===== config.mk =====
export PLATFORM = sky130hd
export DESIGN_NAME = uart_rx_sipo_flat
export DESIGN_NICKNAME = d
export VERILOG_FILES = /design/src/rtl/uart_rx_sipo_if.sv /design/src/rtl/uart_rx_sipo.sv /design/src/flat_wrapper.sv
export SDC_FILE = /design/constraint.sdc
export NUM_CORES = 1
export LEC_CHECK = 0
export ABC_AREA = 1
export BUFFER_PORTS_ARGS = -buffer_cell sky130_fd_sc_hd__buf_2
export CORE_MARGIN = 4
export CORE_UTILIZATION = 40
export CTS_CLUSTER_DIAMETER = 30
export DETAILED_ROUTE_END_ITERATION = 8
export GPL_TIMING_DRIVEN = 0
export HOLD_SLACK_MARGIN = 0.12
export PLACE_DENSITY_LB_ADDON = 0.3
export SETUP_SLACK_MARGIN = 0.02
export SLEW_MARGIN = 20
export SYNTH_ARGS = -nofsm -noshare
export SYNTH_HDL_FRONTEND = slang
export SYNTH_SLANG_ARGS = --single-unit

===== constraint.sdc =====
create_clock -name baud_clk -period 2.22 [get_ports baud_clk]
set_input_delay 0.222 -clock baud_clk [delete_from_list [all_inputs] [get_ports baud_clk]]
set_output_delay 0.222 -clock baud_clk [all_outputs]
set_load 0.02 [all_outputs]

===== src/rtl/uart_rx_sipo_if.sv =====
// Receive-side bundle between the serial line and the SIPO capture core.
// The slave modport is the receiver core; the master side drives the line and consumes frames.
interface uart_rx_sipo_if;
    logic        data_tx;
    logic        active_flag;
    logic        recieved_flag;
    logic [10:0] data_parll;

    modport master (
        output data_tx,
        input  active_flag,
        input  recieved_flag,
        input  data_parll
    );

    modport slave (
        input  data_tx,
        output active_flag,
        output recieved_flag,
        output data_parll
    );
endinterface


===== src/rtl/uart_rx_sipo.sv =====
// UART receive SIPO: 16x oversampled start detection and capture of one 11-bit frame.
// Optional macro SIPO_START_GLITCH_REJECT_EN aborts frames whose mid-start sample reads high.
module uart_rx_sipo (
    input  logic           baud_clk,
    input  logic           rst_n,
    uart_rx_sipo_if.slave  bus
);
    typedef enum logic [1:0] {IDLE, START, DATA} state_t;

    state_t      state_q, state_d;
    logic [3:0]  tick_q, tick_d;
    logic [3:0]  bit_q, bit_d;
    logic [10:0] shift_q, shift_d;
    logic        sync1_q, sync_q;
    logic        active_q, active_d;
    logic        recv_q, recv_d;
    logic [10:0] parll_q, parll_d;
    logic [10:0] sampled;

    // New bit enters at the top so the first received bit lands in bit 0 after 11 shifts.
    assign sampled = {sync_q, shift_q[10:1]};

    always_comb begin
        state_d  = state_q;
        tick_d   = tick_q;
        bit_d    = bit_q;
        shift_d  = shift_q;
        active_d = active_q;
        recv_d   = 1'b0;
        parll_d  = parll_q;

        case (state_q)
            IDLE: begin
                tick_d = 4'd0;
                bit_d  = 4'd0;
                if (!sync_q) begin
                    state_d  = START;
                    active_d = 1'b1;
                end
            end
            START: begin
                if (tick_q == 4'd7) begin
                    tick_d = 4'd0;
`ifdef SIPO_START_GLITCH_REJECT_EN
                    if (sync_q) begin
                        state_d  = IDLE;
                        active_d = 1'b0;
                    end else begin
                        shift_d = sampled;
                        bit_d   = 4'd1;
                        state_d = DATA;
                    end
`else
                    shift_d = sampled;
                    bit_d   = 4'd1;
                    state_d = DATA;
`endif
                end else begin
                    tick_d = tick_q + 4'd1;
                end
            end
            DATA: begin
                tick_d = tick_q + 4'd1;
                if (tick_q == 4'd15) begin
                    shift_d = sampled;
                    if (bit_q == 4'd10) begin
                        // Stop bit: publish the frame on the same edge that samples it.
                        bit_d    = 4'd0;
                        state_d  = IDLE;
                        active_d = 1'b0;
                        recv_d   = 1'b1;
                        parll_d  = sampled;
                    end else begin
                        bit_d = bit_q + 4'd1;
                    end
                end
            end
            default: begin
                state_d  = IDLE;
                active_d = 1'b0;
            end
        endcase
    end

    always_ff @(posedge baud_clk or negedge rst_n) begin
        if (!rst_n) begin
            state_q  <= IDLE;
            tick_q   <= 4'd0;
            bit_q    <= 4'd0;
            shift_q  <= 11'd0;
            sync1_q  <= 1'b1;
            sync_q   <= 1'b1;
            active_q <= 1'b0;
            recv_q   <= 1'b0;
            parll_q  <= 11'd0;
        end else begin
            state_q  <= state_d;
            tick_q   <= tick_d;
            bit_q    <= bit_d;
            shift_q  <= shift_d;
            sync1_q  <= bus.data_tx;
            sync_q   <= sync1_q;
            active_q <= active_d;
            recv_q   <= recv_d;
            parll_q  <= parll_d;
        end
    end

    assign bus.active_flag   = active_q;
    assign bus.recieved_flag = recv_q;
    assign bus.data_parll    = parll_q;
endmodule


===== src/flat_wrapper.sv =====
// flat-port wrapper written by rule: the top's interface ports become plain ports
module uart_rx_sipo_flat 
  (baud_clk, rst_n, bus_data_tx, bus_active_flag, bus_recieved_flag, bus_data_parll);
  uart_rx_sipo_if bus_i ();
  input  logic baud_clk;
  input  logic rst_n;
  input wire logic [$bits(bus_i.data_tx)-1:0] bus_data_tx;
  output wire logic [$bits(bus_i.active_flag)-1:0] bus_active_flag;
  output wire logic [$bits(bus_i.recieved_flag)-1:0] bus_recieved_flag;
  output wire logic [$bits(bus_i.data_parll)-1:0] bus_data_parll;
  assign bus_i.data_tx = bus_data_tx;
  assign bus_active_flag = bus_i.active_flag;
  assign bus_recieved_flag = bus_i.recieved_flag;
  assign bus_data_parll = bus_i.data_parll;
  uart_rx_sipo u_core (.baud_clk(baud_clk), .rst_n(rst_n), .bus(bus_i));
endmodule

Word-level counts from Yosys, hierarchy flattened
Cells that the tools add are included.

storage, ports and cells
  memory bits (read-only) = 0
  latch bits = 0
  memories kept = 0
  flip-flop bits (word level) = 36
  output and inout port bits = 13
  memory bits (writable) = 0
  input port bits = 3
  word-level logic and storage cells = 50

operators by class
  mux-type cells = 21
  divide/modulo/power cells = 0
  shifts and indexed selects = 0
  bitwise gates (word level) = 1
  add/sub/neg operators = 2
  order comparisons = 0
  reduce and logical (&&, ||, !) cells = 8
  multiply operators = 0
  equality and inequality tests = 9

operator list
  cell                                            count
  one-hot mux 4 bit (3 select lines)              2
  2-to-1 mux 11 bit                               2
  one-hot mux 11 bit (2 select lines)             1
  2-to-1 mux 4 bit                                4
  AND reduction 3 bit                             3
  adder 4 x 1 -> 4 bit (second input constant)    2
  == test 4 bit (second input constant)           2
  2-to-1 mux 2 bit                                4
  AND reduction 4 bit                             2
  2-to-1 mux 1 bit                                6
  != test 2 x 1 -> 1 bit (second input constant)  3
  one-hot mux 2 bit (3 select lines)              1
  == test 4 x 3 -> 1 bit (second input constant)  1
  one-hot mux 1 bit (3 select lines)              1
  nonzero test 3 bit                              1
  == test 2 x 1 -> 1 bit (second input constant)  1
  == test 2 bit (second input constant)           1
  logical NOT 2 bit                               1
  != test 2 bit (second input constant)           1
  nonzero test 2 bit                              1
  NOT 1 bit                                       1

Longest topological paths before layout
  word-level depth = 4
  depth in mapped cells = 8
  gate-level depth less buffers = 8

Least setup slack after synthesis
No wires, ideal clock.

  kind = reg-to-reg
  start point = register u_core.state_q[0]
  end point = register u_core.shift_q[4]
  period minus slack after synthesis = 1.384 ns
  setup slack = 0.836 ns
  required time = 2.102 ns
  cell stages (with the launch flop) = 9
  arrival time = 1.265 ns
  cell sequence = dfrtp_1 > inv_1 > ha_1 > buf_2 > nand2_1 > nand3_2 > buf_4 > nand2_1 > o21ai_2

between the ends
  cells in the longest elaborated chain, start to end = 3

ends and longest elaborated chain
  item                                                                           RTL line             RTL
  start, declared                                                                uart_rx_sipo.sv:10   state_t state_q, state_d;
  start signal, assigned                                                         uart_rx_sipo.sv:97   state_q <= state_d;
  == test 2 bit or == test 2 x 1 -> 1 bit (tied branches)                        uart_rx_sipo.sv:32   case (state_q)
  != test 2 x 1 -> 1 bit (no source line) or nonzero test 2 bit (tied branches)  -
  AND reduction 3 bit (no source line)                                           -
  end signal, assigned                                                           uart_rx_sipo.sv:100  shift_q <= shift_d;
  end, declared                                                                  uart_rx_sipo.sv:13   logic [10:0] shift_q, shift_d;

Parallel ways exist; a longest one is shown, timed or not.
A chain may end at the register's enable or synchronous reset.

Worst setup path after layout
  start point = register u_core.state_q[0]
  end point = register u_core.shift_q[9]

The elaborated chain is that of the path after synthesis.

==> qor.csv <==
stage,metric,value,unit
status,outcome,finished clean,
synth,Synth Cell Area,1650,µm²
timing,final slew viol count,0,
floorplanning,Row Count,23,
synth,post-synthesis sequential area ratio,53.3,%
critical_path,CP Launch Point,u_core.state_q[0]$_DFFE_PN0P_,
timing,Final TNS setup,0,ps
timing,Tcrit/Tclk final,70.2,%
pwr,sequential power share,58.1,%
clock_network,Worst-path clk slew,70,ps
placed_design,RD Place Congestion,0.773,
pwr,Int Pwr,0.868,mW
layout,area grow syn2layout,14.7,%
floorplanning,Die X,72.2,µm
critical_path,crit-path max FO,10,
drt,# DRC,0,
global_route,initial antenna violation count,0,
pwr,pwr/cell area,587,nW/µm²
clock_network,Root Buffer,clkbuf_8,
timing,final setup vio count,0,
global_route,number of global-route vias before repair,1110,
clock_network,Clock H-tree levels,2,
synth,synthesized area per cell,9.16,µm²
critical_path,WS Path Type,reg2reg,
synth,syn_nets,191,
drt,wire per inst,11.2,µm
pwr,P_leak,0.996,nW
pwr,switch share,21.9,%
global_route,Total GRT Usage,12.8,%
floorplanning,die area,5210,µm²
timing,Slew @ Worst Pin,761,ps
critical_path,Reg2Reg Setup Slack,660,ps
critical_path,Critical Path End Type,flip-flop,
layout,filler instances,390,
placed_design,Setup WS pre-CTS,672,ps
timing,Final Hold Fails,0,
clock_network,Clock Path Buffers,2,
pwr,Comb pwr share,2.0,%
critical_path,slowest CP cell,dfrtp_1,
drt,Antenna Nets Post-Route,0,
floorplanning,Starting Density,41.2,%
layout,antenna cell count,0,
drt,total wire length,2870,µm
pwr,power share of the clock group,40.0,%
synth,YS warnings,0,
timing,RSZ-0062 raised after global routing,no,
critical_path,Worst EP arrival,1730,ps
global_route,first-pass GRT wire length,5130,µm
critical_path,CP peak stage delay,430,ps
layout,# nets final,215,
clock_network,clk_lat worst skew,290,ps
timing,hold_ws,356,ps
job,Max Cap Violations,0,
timing,Rel. slew slack,49.2,%
critical_path,startpoint types,flip-flop,
floorplanning,Std-Cell Core Area,4000,µm²
worst_hold_path,hold crit path type,reg2reg,
pwr,Sw Pwr,0.243,mW
timing,Final WS setup,662,ps
timing,clock period minus final worst setup slack,1560,ps
critical_path,CP cell instances,inv_1 > ha_1 > buf_2 > nand2_1 > nand3_2 > buf_4 > nand2_1 > o21ai_1,
worst_hold_path,Hold Path Origin,u_core.sync1_q$_DFF_PN1_,
floorplanning,IO Count,16,
drt,vias per std cell,4.72,
layout,share of layout cells above drive strength 1,21.5,%
synth,Mapped Cells,180,
clock_network,TritonCTS clock tree,done,
timing,max frequency,0.642,GHz
placed_design,Post-DP HPWL,2010,µm
placed_design,port buffer count,15,
drt,Via Count,1204,
floorplanning,Die Height,72.2,µm
timing,Setup Skew,6.48,ps
synth,Seq cells post-synth,35,
critical_path,"most used cell, CP",nand2_1,
drt,initial DRC count,68,
clock_network,PostCTS Resize Cnt,0,
global_route,largest net degree at the start of global routing,36,
clock_network,total CTS buffers,5,
global_route,global route overflow,0,
critical_path,RR Startpoint,u_core.state_q[0]$_DFFE_PN0P_,
synth,synth unique cells,20,
drt,Pre-antenna DRT Iters,4,
pwr,Max IR drop VDD,382,µV
clock_network,Sink Count,35,
critical_path,Critical Path RT,2390,ps
clock_network,Post-CTS Setup Inserts,0,
through the flow:
stage                     std cells  cell area, µm²  power (mW)  utilization [%]
after floorplan                 180            1650       0.662                -
after global placement          245            1790       0.678             44.7
after detailed placement        245            1790       0.678             44.7
after global routing            255            1890        1.16             47.3
after CTS                       255            1890        1.13             47.3
final                           255            1890        1.11             47.3
critical path, delay by kind of cell, from the launching register on:
family | cells | cell delay [ps]
AO/OA/AOI/OAI | 1 | 70
adder cells (fa/ha/maj) | 1 | 190
buffers and inverters | 3 | 450
flip-flops | 1 | 430
AND/OR/NAND/NOR | 3 | 300
power groups by stage:
| stage | clock network [mW] | logic, mW | registers, mW |
|---|---|---|---|
| floorplan | 0 | 0.00487 | 0.657 |
| global placement | 0 | 0.0202 | 0.658 |
| detailed placement | 0 | 0.0206 | 0.658 |
| CTS | 0.465 | 0.0235 | 0.645 |
| global route | 0.492 | 0.0262 | 0.646 |
| finish | 0.444 | 0.0218 | 0.645 |
synthesized netlist by cell type (all sizes together):
master  number  area (µm²)
inv         22        82.6
o21ai       24         158
nor2         6        22.5
nand2       58         223
a21oi        5        25.0
o211ai       1        7.51
buf          5        46.3
dfrtp       33         826
nand3       11        70.1
ha           8         100
o21bai       2        15.0
dfstp        2        52.6
xor2         1        8.76
nand4        2        12.5
registers in the layout, indices dropped and copies added (netlist names):
register,cells
u_core.sync1_q,1
u_core.bus.active_flag,1
u_core.sync_q,1
u_core.bus.recieved_flag,1
u_core.tick_q,4
u_core.shift_q,10
u_core.bus.data_parll,11
u_core.state_q,2
u_core.bit_q,4
layer usage:
metal  track usage, %  share of wire, %  wire length (µm)
met5                0                 0                 0
met4             5.01               2.1                59
met3             4.57               3.6               102
met2             18.3                45              1290
met1             17.7                49              1410
cells in the final DEF (no fill, tap or decap):
cell | netlist | final
nor2_1 | 6 | 6
clkinv_2 | 0 | 1
dlygate4sd3_1 | 0 | 2
nand2_2 | 2 | 2
clkinvlp_4 | 0 | 1
o21ai_0 | 3 | 3
nand2_1 | 56 | 56
o21bai_1 | 2 | 2
o211ai_1 | 1 | 1
clkbuf_8 | 0 | 5
nand4_1 | 2 | 2
xor2_1 | 1 | 1
buf_4 | 1 | 1
o21ai_2 | 10 | 10
buf_2 | 1 | 16
nand3_1 | 8 | 8
ha_1 | 8 | 8
nand3_2 | 3 | 3
dfrtp_1 | 33 | 33
buf_6 | 3 | 3
dfstp_2 | 2 | 2
a21oi_1 | 5 | 5
inv_1 | 22 | 22
clkbuf_1 | 0 | 1
o21ai_1 | 11 | 11
path summary, 6_finish.rpt:
| path | end | depth (start not counted) |
|---|---|---|
| max reg2reg | u_core.shift_q[9]$_DFFE_PN0P_ | 8 |
| min reg2reg | u_core.sync_q$_DFF_PN1_ | 0 |
| max in group asynchronous | u_core.bus.data_parll[8]$_DFFE_PN0P_ | 2 |
| min | u_core.sync_q$_DFF_PN1_ | 0 |
| min in group asynchronous | u_core.shift_q[8]$_DFFE_PN0P_ | 2 |
| max | u_core.shift_q[9]$_DFFE_PN0P_ | 8 |
cells by family after synthesis:
family,after synthesis,synth area share [%]
AOI/OAI and AO/OA,32,12.4
xor gates and xnor gates,1,0.531
adders and majority gates,8,6.07
buffers and inverters,27,7.81
DFF,35,53.3
and+or+nand+nor,77,19.9
timing repair:
item | in CTS | in global routing
setup endpoints to repair | 0 | 0
hold buffers | 2 | 0
endpoints found under the hold margin | 34 | 0
area by class of cell:
cell class / count / area [µm²] / share of cell area (%)
clock inverters: 2 / 12.5 / 0.661
inverters: 22 / 82.6 / 4.37
repair buffers: 17 / 95.1 / 5.03
well taps: 50 / 62.6 / 3.31
multi-input cells: 118 / 642 / 33.9
flip-flops and latches: 35 / 878 / 46.4
plain buffers: 5 / 46.3 / 2.45
clock buffers: 6 / 72.6 / 3.84
No activity file was read; power rests on OpenSTA's default activity.
